$ cat config.mk
export PLATFORM = sky130hd
export DESIGN_NAME = rng_arbiter_flat
export DESIGN_NICKNAME = d
export VERILOG_FILES = /design/src/rtl/rng_arbiter_if.sv /design/src/rtl/rng_arbiter.sv /design/src/flat_wrapper.sv
export SDC_FILE = /design/constraint.sdc
export NUM_CORES = 1
export LEC_CHECK = 0
export ABC_AREA = 1
export CORE_UTILIZATION = 51
export DETAILED_ROUTE_END_ITERATION = 16
export MAX_ROUTING_LAYER = met4
export PLACE_DENSITY = 0.82
export REMOVE_ABC_BUFFERS = 1
export SLEW_MARGIN = 5
export SYNTH_ARGS = -nofsm -noshare
export SYNTH_HDL_FRONTEND = slang
export SYNTH_SLANG_ARGS = --single-unit
$ cat constraint.sdc
create_clock -name clock -period 4.73 [get_ports clock]
set_clock_uncertainty 0.05 [all_clocks]
set_input_delay 0.473 -clock clock [delete_from_list [all_inputs] [get_ports clock]]
set_output_delay 0.473 -clock clock [all_outputs]
set_load 0.005 [all_outputs]
$ cat src/rtl/rng_arbiter_if.sv
// Request/grant bus between NUM_REQ requesters, the RNG arbiter and the
// shared floatRNG. The arbiter uses the slave modport; the requester/RNG
// side uses the master modport.
interface rng_arbiter_if #(
  parameter int NUM_REQ = 4
);
  logic [NUM_REQ-1:0] req;
  logic [NUM_REQ-1:0] grant;
  logic [NUM_REQ-1:0] ack;
  logic [15:0]        data_out;
  logic               busy;
  logic               rng_call;
  logic [15:0]        rng_data;

  modport slave (
    input  req, rng_data,
    output grant, ack, data_out, busy, rng_call
  );

  modport master (
    output req, rng_data,
    input  grant, ack, data_out, busy, rng_call
  );
endinterface

$ cat src/rtl/rng_arbiter.sv
// Shares one floatRNG among NUM_REQ requesters.
// Each transaction is IDLE -> CALL -> WAIT (RNG_LATENCY cycles) -> DONE.
// In DONE, ack pulses to the owner and data_out holds the sampled value.
// Build option: define RNG_ARB_FIXED_PRIO_EN to select fixed priority
// (lowest index wins). The default build uses round-robin arbitration,
// starting from last_granted+1.
module rng_arbiter #(
  parameter int NUM_REQ     = 4,
  parameter int RNG_LATENCY = 2
) (
  input logic          clock,
  input logic          reset,
  rng_arbiter_if.slave bus
);
  localparam int IW = (NUM_REQ > 1) ? $clog2(NUM_REQ) : 1;
  localparam logic [3:0] CNT_LAST = 4'(RNG_LATENCY - 1);

  typedef enum logic [1:0] {IDLE, CALL, WAIT, DONE} state_t;

  state_t             state_q;
  logic [NUM_REQ-1:0] grant_q;
  logic [NUM_REQ-1:0] ack_q;
  logic [15:0]        data_q;
  logic               busy_q;
  logic               call_q;
  logic [3:0]         cnt_q;

  logic [NUM_REQ-1:0] win_d;
  logic               found;

`ifdef RNG_ARB_FIXED_PRIO_EN
  // Fixed priority: the lowest-index active request wins.
  always_comb begin
    win_d = '0;
    found = 1'b0;
    for (int k = 0; k < NUM_REQ; k++) begin
      if (!found && bus.req[k]) begin
        found    = 1'b1;
        win_d[k] = 1'b1;
      end
    end
  end
`else
  logic [IW-1:0] last_q;
  logic [IW-1:0] win_idx_d;
  logic [IW-1:0] idx;

  // Round-robin: search starts at the requester after the last owner.
  always_comb begin
    win_d     = '0;
    win_idx_d = last_q;
    found     = 1'b0;
    idx       = '0;
    for (int k = 0; k < NUM_REQ; k++) begin
      idx = IW'((int'(last_q) + 1 + k) % NUM_REQ);
      if (!found && bus.req[idx]) begin
        found      = 1'b1;
        win_d[idx] = 1'b1;
        win_idx_d  = idx;
      end
    end
  end
`endif

  // Transaction FSM. All outputs are registered here, and rng_data is
  // read only on the last WAIT edge.
  always_ff @(posedge clock or posedge reset) begin
    if (reset) begin
      state_q <= IDLE;
      grant_q <= '0;
      ack_q   <= '0;
      data_q  <= 16'h0000;
      busy_q  <= 1'b0;
      call_q  <= 1'b0;
      cnt_q   <= 4'd0;
`ifndef RNG_ARB_FIXED_PRIO_EN
      last_q  <= IW'(NUM_REQ - 1);
`endif
    end else begin
      case (state_q)
        IDLE: begin
          if (|bus.req) begin
            grant_q <= win_d;
            call_q  <= 1'b1;
            busy_q  <= 1'b1;
            state_q <= CALL;
`ifndef RNG_ARB_FIXED_PRIO_EN
            last_q  <= win_idx_d;
`endif
          end
        end
        CALL: begin
          call_q  <= 1'b0;
          cnt_q   <= 4'd0;
          state_q <= WAIT;
        end
        WAIT: begin
          if (cnt_q == CNT_LAST) begin
            data_q  <= bus.rng_data;
            ack_q   <= grant_q;
            state_q <= DONE;
          end else begin
            cnt_q <= cnt_q + 4'd1;
          end
        end
        DONE: begin
          ack_q   <= '0;
          grant_q <= '0;
          busy_q  <= 1'b0;
          state_q <= IDLE;
        end
        default: state_q <= IDLE;
      endcase
    end
  end

  assign bus.grant    = grant_q;
  assign bus.ack      = ack_q;
  assign bus.data_out = data_q;
  assign bus.busy     = busy_q;
  assign bus.rng_call = call_q;
endmodule

$ cat src/flat_wrapper.sv
// flat-port wrapper written by rule: the top's interface ports become plain ports
module rng_arbiter_flat 
#(
  parameter int NUM_REQ     = 4,
  parameter int RNG_LATENCY = 2
)
  (clock, reset, bus_req, bus_rng_data, bus_grant, bus_ack, bus_data_out, bus_busy, bus_rng_call);
  rng_arbiter_if #(.NUM_REQ(NUM_REQ)) bus_i ();
  input logic clock;
  input logic reset;
  input wire logic [$bits(bus_i.req)-1:0] bus_req;
  input wire logic [$bits(bus_i.rng_data)-1:0] bus_rng_data;
  output wire logic [$bits(bus_i.grant)-1:0] bus_grant;
  output wire logic [$bits(bus_i.ack)-1:0] bus_ack;
  output wire logic [$bits(bus_i.data_out)-1:0] bus_data_out;
  output wire logic [$bits(bus_i.busy)-1:0] bus_busy;
  output wire logic [$bits(bus_i.rng_call)-1:0] bus_rng_call;
  assign bus_i.req = bus_req;
  assign bus_i.rng_data = bus_rng_data;
  assign bus_grant = bus_i.grant;
  assign bus_ack = bus_i.ack;
  assign bus_data_out = bus_i.data_out;
  assign bus_busy = bus_i.busy;
  assign bus_rng_call = bus_i.rng_call;
  rng_arbiter #(.NUM_REQ(NUM_REQ), .RNG_LATENCY(RNG_LATENCY)) u_core (.clock(clock), .reset(reset), .bus(bus_i));
endmodule
======== Word level (Yosys, flattened, before mapping) ========
Cells that the tools add are included.
storage, ports and cells
  bits of input ports ..................... 22
  memories ................................ 0
  output and inout port bits .............. 26
  register bits after elaboration ......... 34
  latch bits .............................. 0
  bits in writable memories ............... 0
  bits in read-only memories .............. 0
cells by class
  muxes and demuxes ....................... 39
  magnitude comparators ................... 8
  divide/modulo/power cells ............... 0
  reduce and logical (&&, ||, !) cells .... 24
  bitwise operators ....................... 3
  equal/unequal tests ..................... 7
  add/subtract/negate cells ............... 5
  multiply operators ...................... 0
  shift-type cells ........................ 0
operator list
  operator                                                                  number
  4-bit two-way mux                                                         7
  4-bit one-hot mux with 2 select lines                                     3
  2-bit by 3-bit < comparator with 1-bit output (second input constant)     4
  1-bit two-way mux                                                         12
  2-bit two-way mux                                                         6
  4-bit OR                                                                  3
  2-bit AND reduction                                                       6
  1-bit binary-select mux with 2-bit select                                 4
  1-bit demux with 2-bit select                                             4
  2-bit by 1-bit >= comparator with 1-bit output (second input constant)    4
  2-bit one-hot mux with 4 select lines                                     1
  2-bit nonzero test                                                        4
  1-bit logical AND                                                         7
  2-bit by 1-bit adder with 2-bit output (second input constant)            2
  2-bit adder (second input constant)                                       2
  4-bit by 1-bit adder with 4-bit output (second input constant)            1
  2-bit == test (second input constant)                                     2
  4-bit by 1-bit == test with 1-bit output (second input constant)          1
  2-bit by 1-bit inequality test with 1-bit output (second input constant)  2
  1-bit one-hot mux with 2 select lines                                     2
  4-bit nonzero test                                                        1
  4-bit OR reduction                                                        1
  1-bit zero test                                                           3
  3-bit AND reduction                                                       1
  other kinds (3)                                                           3

======== Longest topological paths before layout ========
Gate-level depths: netlist (run 1).
  depth after elaboration ................. 15
  mapped depth ............................ 12
  depth with buffers taken out ............ 12

======== Worst setup path before layout (run 1) ========
OpenSTA, ideal clock, no wires.
  kind .................................... reg-to-reg
  from .................................... register u_core.last_q[0]
  to ...................................... register u_core.grant_q[0], in the netlist u_core.bus.grant[0]
  slack ................................... 2.837 ns
  cell stages (with the launch flop) ...... 12
  library setup time ...................... 0.066 ns
  arrival ................................. 1.778 ns
  required time ........................... 4.614 ns
  cell sequence ........................... dfstp_2 > inv_2 > ha_1 > inv_1 > nand3_4 > nand2_8 > nand3_4 > nor2_4 > nand2_1 > nand2_1 > nand2_1 > nand2_1
between the ends
  cells in the longest elaborated chain, start to end .. 15
ends and longest elaborated chain
  what                                                                                    line               source
  start: declaration                                                                      rng_arbiter.sv:44  logic [IW-1:0] last_q;
  start signal: assignment                                                                rng_arbiter.sv:77  last_q <= IW'(NUM_REQ - 1);
  start signal: assignment                                                                rng_arbiter.sv:88  last_q <= win_idx_d;
  2-bit by 1-bit adder with 2-bit output *                                                rng_arbiter.sv:55  idx = IW'((int'(last_q) + 1 + k) % NUM_REQ);
  branches (longest 11 deep; another with 2-bit by 3-bit < comparator with 1-bit output)  --
  4-bit two-way mux *                                                                     rng_arbiter.sv:56  if (!found && bus.req[idx]) begin
  4-bit two-way mux *                                                                     rng_arbiter.sv:82  if (|bus.req) begin
  4-bit one-hot mux with 2 select lines *                                                 rng_arbiter.sv:80  case (state_q)
  end signal: assignment                                                                  rng_arbiter.sv:83  grant_q <= win_d;
  end: declaration                                                                        rng_arbiter.sv:21  logic [NUM_REQ-1:0] grant_q;
Every way passes the cells marked *. The select of a mux whose other input is x is not followed.
A chain may end at the register's enable or synchronous reset.

======== Final worst setup path (run 1) ========
  from .................................... register u_core.state_q[0]
  to ...................................... register u_core.cnt_q[2]
between the ends
  cells in the longest elaborated chain, start to end .. 3
ends and longest elaborated chain
  what                                                                                 line                source
  start: declaration                                                                   rng_arbiter.sv:20   state_t state_q;
  start signal: assignment                                                             rng_arbiter.sv:69   state_q <= IDLE;
  start signal: assignment                                                             rng_arbiter.sv:86   state_q <= CALL;
  start signal: assignment                                                             rng_arbiter.sv:95   state_q <= WAIT;
  2-bit == test / 2-bit by 1-bit == test with 1-bit output (equally long branches)     rng_arbiter.sv:80
  2-bit inequality test (no source line) / 2-bit nonzero test (equally long branches)  --
  2-bit AND reduction (no source line)                                                 --
  end signal: assignment                                                               rng_arbiter.sv:103  cnt_q <= cnt_q + 4'd1;
  end: declaration                                                                     rng_arbiter.sv:26   logic [3:0] cnt_q;
Parallel ways exist; a longest one is shown, timed or not.

==> flow_metrics.py, run 1 <==
metrics = {
    "status": {
        "status": "completed",
    },
    "clock_network": {
        "insertion_delay_ps": 280,
        "cts_buffer_depth": 2,
        "post_cts_resized": 0,
        "root_buffer": "clkbuf_8",
        "cts_buffers": 5,
        "numClockSinks": 34,
        "cts_tree": "yes",
        "ctsHoldBuffers": 0,
        "cts_max_level": 2,
        "cts.clk_slew.worst_paths_ps": 60,
        "post_cts_buffers": 0,
    },
    "sta": {
        "finalWorstSetupSlack_ps": 2569,
        "hold_viol_final": 0,
        "rsz0062_at_grt": "no",
        "maxSlewViolCount": 0,
        "setup-violations-final": 0,
        "finalCritPeriodShare_pct": 45.70,
        "min_period_ps": 2161,
        "max_freq_mhz": 462.7,
        "setup_tns_ps": 0,
        "worstMarginPinSlew_ps": 479.5,
        "slew_headroom_pct": 67.82,
    },
    "synth": {
        "ys_ff_latch": 34,
        "syn-cell-area_um2": 1966,
        "yosysUniqueCellTypes": 23,
        "syn_inst": 255,
        "ys_seq_area_share_pct": 43.41,
        "syn_avg_cell_area_um2": 7.708,
        "synth_warnings": 0,
    },
    "worst_hold_path": {
        "hp-class": "flip-flop to flip-flop",
        "holdCritStartpoint": "u_core.bus.data_out[11]",
    },
    "pwr": {
        "worst_ir_drop_vdd_uv": 478.7,
        "p_total_w": 0.001844,
        "pwr_density_cell_nw_per_um2": 706.2,
        "p_leak_nw": 1.313,
    },
    "place": {
        "pre_cts_slack_ps": 2616,
        "numPortBuffers": 47,
        "dp.final_hpwl_mm": 3.205,
        "place_congestion": 0.8939,
    },
    "worst_setup_path": {
        "critPathMaxFanout": 21,
        "r2r-start": "u_core.state_q[0]",
        "worst_ep_required_time_ps": 4850,
        "endpoint_kind": "flip-flop",
        "critPathLaunch": "u_core.state_q[0]",
        "critical_path_arrival_ps": 2290,
        "path_class": "flip-flop to flip-flop",
        "critPathLaunchType": "flip-flop",
    },
    "layout": {
        "final_cell_mix": "103 x nand2_1, 47 x clkdlybuf4s50_1, 32 x dfrtp_1",
        "n_fill_cell": 308,
        "area_growth_pct": 32.85,
        "drive_gt1_share_pct": 9.091,
        "layout_commonest_cell": "nand2_1",
        "final_nets": 343,
        "diodes": 0,
        "fin_util_pct": 70.79,
    },
    "routing": {
        "vias": 1741,
        "detail_route.vias_per_cell": 4.890,
        "ant_nets": 0,
        "wirelength_mm": 4.286,
        "wl_per_cell_um": 12.04,
        "drc": 0,
        "drt_pre_antenna_iters": 7,
        "drt_iter0_drc": 121,
    },
    "floorplanning": {
        "rows": 22,
        "ioPinCount": 48,
        "start_util_pct": 53.29,
        "dieArea_um2": 4106,
        "core_um2": 3689,
        "die_w_um": 64.08,
        "die_h_um": 64.08,
    },
    "global_route": {
        "grt_pass1_wl_mm": 7.162,
        "antenna_found_initial": 0,
        "grt_pass1_vias": 1552,
        "grtUsageTotal_pct": 23.87,
        "grt_max_degree": 35,
        "overflow": 0,
    },
    "run": {
        "maxCapViolations": 0,
    },
}
-- synthesized netlist by cell type --
library cell / n / share of area [%]
nand3_1: 20 / 5.1
inv_2: 4 / 0.76
nand2_4: 1 / 0.57
dfrtp_1: 32 / 41
xor2_1: 3 / 1.3
o21ai_0: 13 / 3.3
ha_1: 13 / 8.3
buf_2: 1 / 0.25
dfstp_2: 2 / 2.7
o21ai_1: 2 / 0.51
nand2_2: 4 / 1.3
a31oi_1: 1 / 0.32
nand3_2: 1 / 0.51
inv_1: 24 / 4.6
nor2_1: 19 / 3.6
nand2_1: 103 / 20
a21oi_1: 2 / 0.51
nand2_8: 1 / 1.0
nor2_4: 2 / 1.1
o22ai_1: 1 / 0.32
o21ai_2: 1 / 0.45
clkbuf_1: 2 / 0.38
nand3_4: 3 / 2.7
-- routing by layer --
layer / global-route usage [%] / vias up / part of all wire, %
li1: - / 894 / -
met1: 30.08 / 794 / 46
met2: 37.90 / 45 / 48
met3: 5.000 / 8 / 4.5
met4: 8.523 / 0 / 1.5
met5: - / - / 0
-- through the flow --
stage | instance area (um2) | std cells | hold slack, ps
5_1_grt | 2611 | 356 | 445.3
2_1_floorplan | 1953 | 252 | 415.4
4_1_cts | 2611 | 356 | 424.4
3_3_place_gp | 2499 | 349 | 404.3
6_report | 2611 | 356 | 420.3
3_5_place_dp | 2499 | 349 | 408.4
-- critical path, cell delays in order, from the launching register on --
cell and delay [ps]:
dfrtp_1 410, inv_1 140, ha_1 310, inv_1 100, nor2_1 140, buf_4 260
inv_2 180, o21ai_2 140, inv_2 60, nand2_1 70, xor2_1 150, nor2_1 50
-- sequential cells by signal, indices dropped and copies added, names as in the netlist --
signal / flops
u_core.bus.data_out: 16
u_core.bus.ack: 4
u_core.bus.grant: 4
u_core.cnt_q: 4
u_core.last_q: 2
u_core.state_q: 2
u_core.bus.busy: 1
u_core.bus.rng_call: 1
-- kinds of logic (layout without fill, tap and decap cells) --
family	Yosys count	after routing	share of synthesized area, %
AO/OA/AOI/OAI	20	20	5.411
XOR/XNOR	3	3	1.337
adder cells (fa/ha/maj)	13	13	8.275
buffers and inverters	31	84	5.983
flip-flops	34	34	43.41
AND/OR/NAND/NOR	154	154	35.58
-- final timing paths --
check                      depth (start not counted)                      end  slack, ps
min in group asynchronous                          3  u_core.bus.data_out[10]        530
max in group asynchronous                          3         u_core.last_q[1]       3770
setup reg to reg                                  11          u_core.cnt_q[2]       2570
setup / recovery                                  11          u_core.cnt_q[2]       2570
hold / removal                                     2  u_core.bus.data_out[11]        420
hold reg to reg                                    2  u_core.bus.data_out[11]        420
-- cell type report --
cell class | instances | area (um2) | share of cell area (%)
multi-input combinational | 190 | 994.7 | 38.09
sequential | 34 | 853.3 | 32.68
timing repair buffer | 49 | 485.5 | 18.59
inverter | 28 | 105.1 | 4.025
tap | 48 | 60.06 | 2.300
clock inverter | 1 | 30.03 | 1.150
clock buffer | 6 | 82.58 | 3.162
-- report_power, final --
part / internal (W) / leakage, nW / switching (W)
clock network: 0.000168 / 0.0573 / 0.0000998
logic: 0.000453 / 0.831 / 0.000608
registers: 0.000430 / 0.425 / 0.0000855
No activity file was read; power rests on OpenSTA's default activity.
==> run 2: changes to the inputs <==
--- a/config.mk
+++ b/config.mk
@@ -6,10 +6,10 @@
 export NUM_CORES = 1
 export LEC_CHECK = 0
 export ABC_AREA = 1
-export CORE_UTILIZATION = 51
+export CORE_UTILIZATION = 44
 export DETAILED_ROUTE_END_ITERATION = 16
 export MAX_ROUTING_LAYER = met4
-export PLACE_DENSITY = 0.82
+export PLACE_DENSITY = 0.75
 export REMOVE_ABC_BUFFERS = 1
 export SLEW_MARGIN = 5
 export SYNTH_ARGS = -nofsm -noshare
==> constraint.sdc (replaced) <==
create_clock -name clock -period 1.9 [get_ports clock]
set_clock_uncertainty 0.05 [all_clocks]
set_input_delay 0.19 -clock clock [delete_from_list [all_inputs] [get_ports clock]]
set_output_delay 0.19 -clock clock [all_outputs]
set_load 0.005 [all_outputs]
==> run 2 against run 1 <==
Sequential share of layout area fell by 2.2 points. Hold slack worse by 160 ps. Critical path depth increased by 1. First-iteration DRC count up 17%. Setup slack got worse by 2500 ps. Sequential power increased by 140%. Fmax up 18%. Clock power up 130%. Critical endpoint is now u_core.bus.grant[2]. Largest cell class unchanged. Largest power group unchanged. Highest routed layer unchanged.
==> flow_metrics.py, run 2 (synthesis gave the netlist of run 1 again) <==
metrics = {
    "worst_hold_path": {
        "hp-class": "primary input to asynchronous set/reset pin",
    },
    "pwr": {
        "worst_ir_drop_vdd_uv": 876.0,
        "pwr_density_cell_nw_per_um2": 1822,
        "p_leak_nw": 1.391,
    },
    "run": {
        "maxCapViolations": 0,
    },
    "routing": {
        "wl_per_cell_um": 13.32,
        "drt_iter0_drc": 141,
        "detail_route.vias_per_cell": 5.008,
        "drc": 0,
        "ant_nets": 0,
        "vias": 1873,
        "drt_pre_antenna_iters": 5,
        "wirelength_mm": 4.983,
    },
    "sta": {
        "finalCritPeriodShare_pct": 96.77,
        "slew_headroom_pct": 71.62,
        "maxSlewViolCount": 0,
        "min_period_ps": 1839,
        "rsz0062_at_grt": "yes",
        "max_freq_mhz": 543.9,
        "finalWorstSetupSlack_ps": 61.42,
        "hold_viol_final": 0,
        "setup_tns_ps": 0,
        "setup-violations-final": 0,
        "worstMarginPinSlew_ps": 425.7,
    },
    "global_route": {
        "grt_pass1_vias": 1588,
        "grt_max_degree": 35,
        "antenna_found_initial": 0,
        "grt_pass1_wl_mm": 7.148,
        "overflow": 0,
        "grtUsageTotal_pct": 21.22,
    },
    "layout": {
        "drive_gt1_share_pct": 18.21,
        "final_cell_mix": "100 x nand2_1, 47 x clkdlybuf4s50_1, 32 x dfrtp_1",
        "fin_util_pct": 67.51,
        "final_nets": 358,
        "largest_reg_flops": 16,
        "layout_commonest_cell": "nand2_1",
        "finalNonFillerCells": 374,
        "area_growth_pct": 42.33,
        "diodes": 0,
    },
    "floorplanning": {
        "ioPinCount": 48,
        "dieArea_um2": 4739,
        "core_um2": 4144,
        "start_util_pct": 47.43,
        "rows": 23,
        "die_h_um": 68.84,
        "die_w_um": 68.84,
    },
    "clock_network": {
        "cts_tree": "yes",
        "cts_buffers": 5,
        "cts.clk_slew.worst_paths_ps": 70,
        "root_buffer": "clkbuf_8",
        "cts_max_level": 2,
        "insertion_delay_ps": 280,
        "cts_buffer_depth": 2,
        "numClockSinks": 34,
    },
    "place": {
        "placed_cells": 360,
        "pre_cts_slack_ps": -97.90,
        "dp.final_hpwl_mm": 3.548,
        "place_congestion": 0.9694,
        "numPortBuffers": 47,
    },
    "worst_setup_path": {
        "worst_ep_required_time_ps": 2070,
        "critPathLaunchType": "flip-flop",
        "critPathMaxFanout": 5,
        "critical_path_arrival_ps": 2000,
        "path_class": "flip-flop to flip-flop",
        "endpoint_kind": "flip-flop",
    },
    "status": {
        "status": "completed",
    },
}
-- run 2: metrics by stage --
step / cell area [um2] / hold slack [ps] / power, W
CTS: 2696 / 273.9 / 0.004790
detailed placement: 2569 / 407.8 / 0.004090
finish: 2798 / 262.8 / 0.005097
global route: 2798 / 284.6 / 0.005530
floorplan: 1953 / 256.6 / 0.002989
global placement: 2569 / 403.4 / 0.004012
-- run 2: power breakdown --
part	internal, W	switching [W]
clock network	0.000366	0.000250
logic	0.00143	0.00178
registers	0.00107	0.000195
total	0.00287	0.00223
-- run 2: per-layer routing --
layer / share of wire (%) / track usage, % / up-vias
met5: 0 / - / -
met4: 1.8 / 6.633 / 0
met3: 6.0 / 6.579 / 8
met2: 49 / 32.40 / 59
met1: 44 / 26.80 / 872
li1: - / - / 934
-- run 2: repair_timing --
action                     4_1_cts  5_1_grt
pin swaps                        1        7
hold buffers                     0        0
gates resized for setup          5       15
gates cloned                     0        1
setup endpoints to repair        6        6
buffers inserted                 0        5
-- run 2: path summary, 6_finish.rpt --
| check | depth (start not counted) | slack (ps) | from | to |
|---|---|---|---|---|
| setup / recovery | 12 | 60 | u_core.last_q[0] | u_core.bus.grant[2] |
| hold / removal | 3 | 260 | reset | u_core.bus.data_out[0] |
| setup reg to reg | 12 | 60 | u_core.last_q[0] | u_core.bus.grant[2] |
| hold reg to reg | 2 | 420 | u_core.bus.data_out[5] | u_core.bus.data_out[5] |
| max in group asynchronous | 3 | 1210 | reset | u_core.last_q[0] |
| min in group clock | 3 | 400 | bus_rng_data[5] | u_core.bus.data_out[5] |
-- run 2: area by class of cell --
type	instances	area, um2
Fill cell	355	1346
Multi-Input combinational cell	191	1070
Sequential cell	34	853.3
Timing Repair Buffer	63	594.3
Clock buffer	8	110.1
Inverter	28	107.6
Tap cell	50	62.56
-- run 2: worst max-delay path: stages (launching register included) --
cell	delay, ps
dfstp_2	600
inv_4	70
ha_4	300
inv_2	50
nand3_1	100
nand2_2	80
inv_1	80
nand3_2	110
nor2_1	130
nor2_1	60
nand2_1	50
nand2_1	40
nand2_1	60
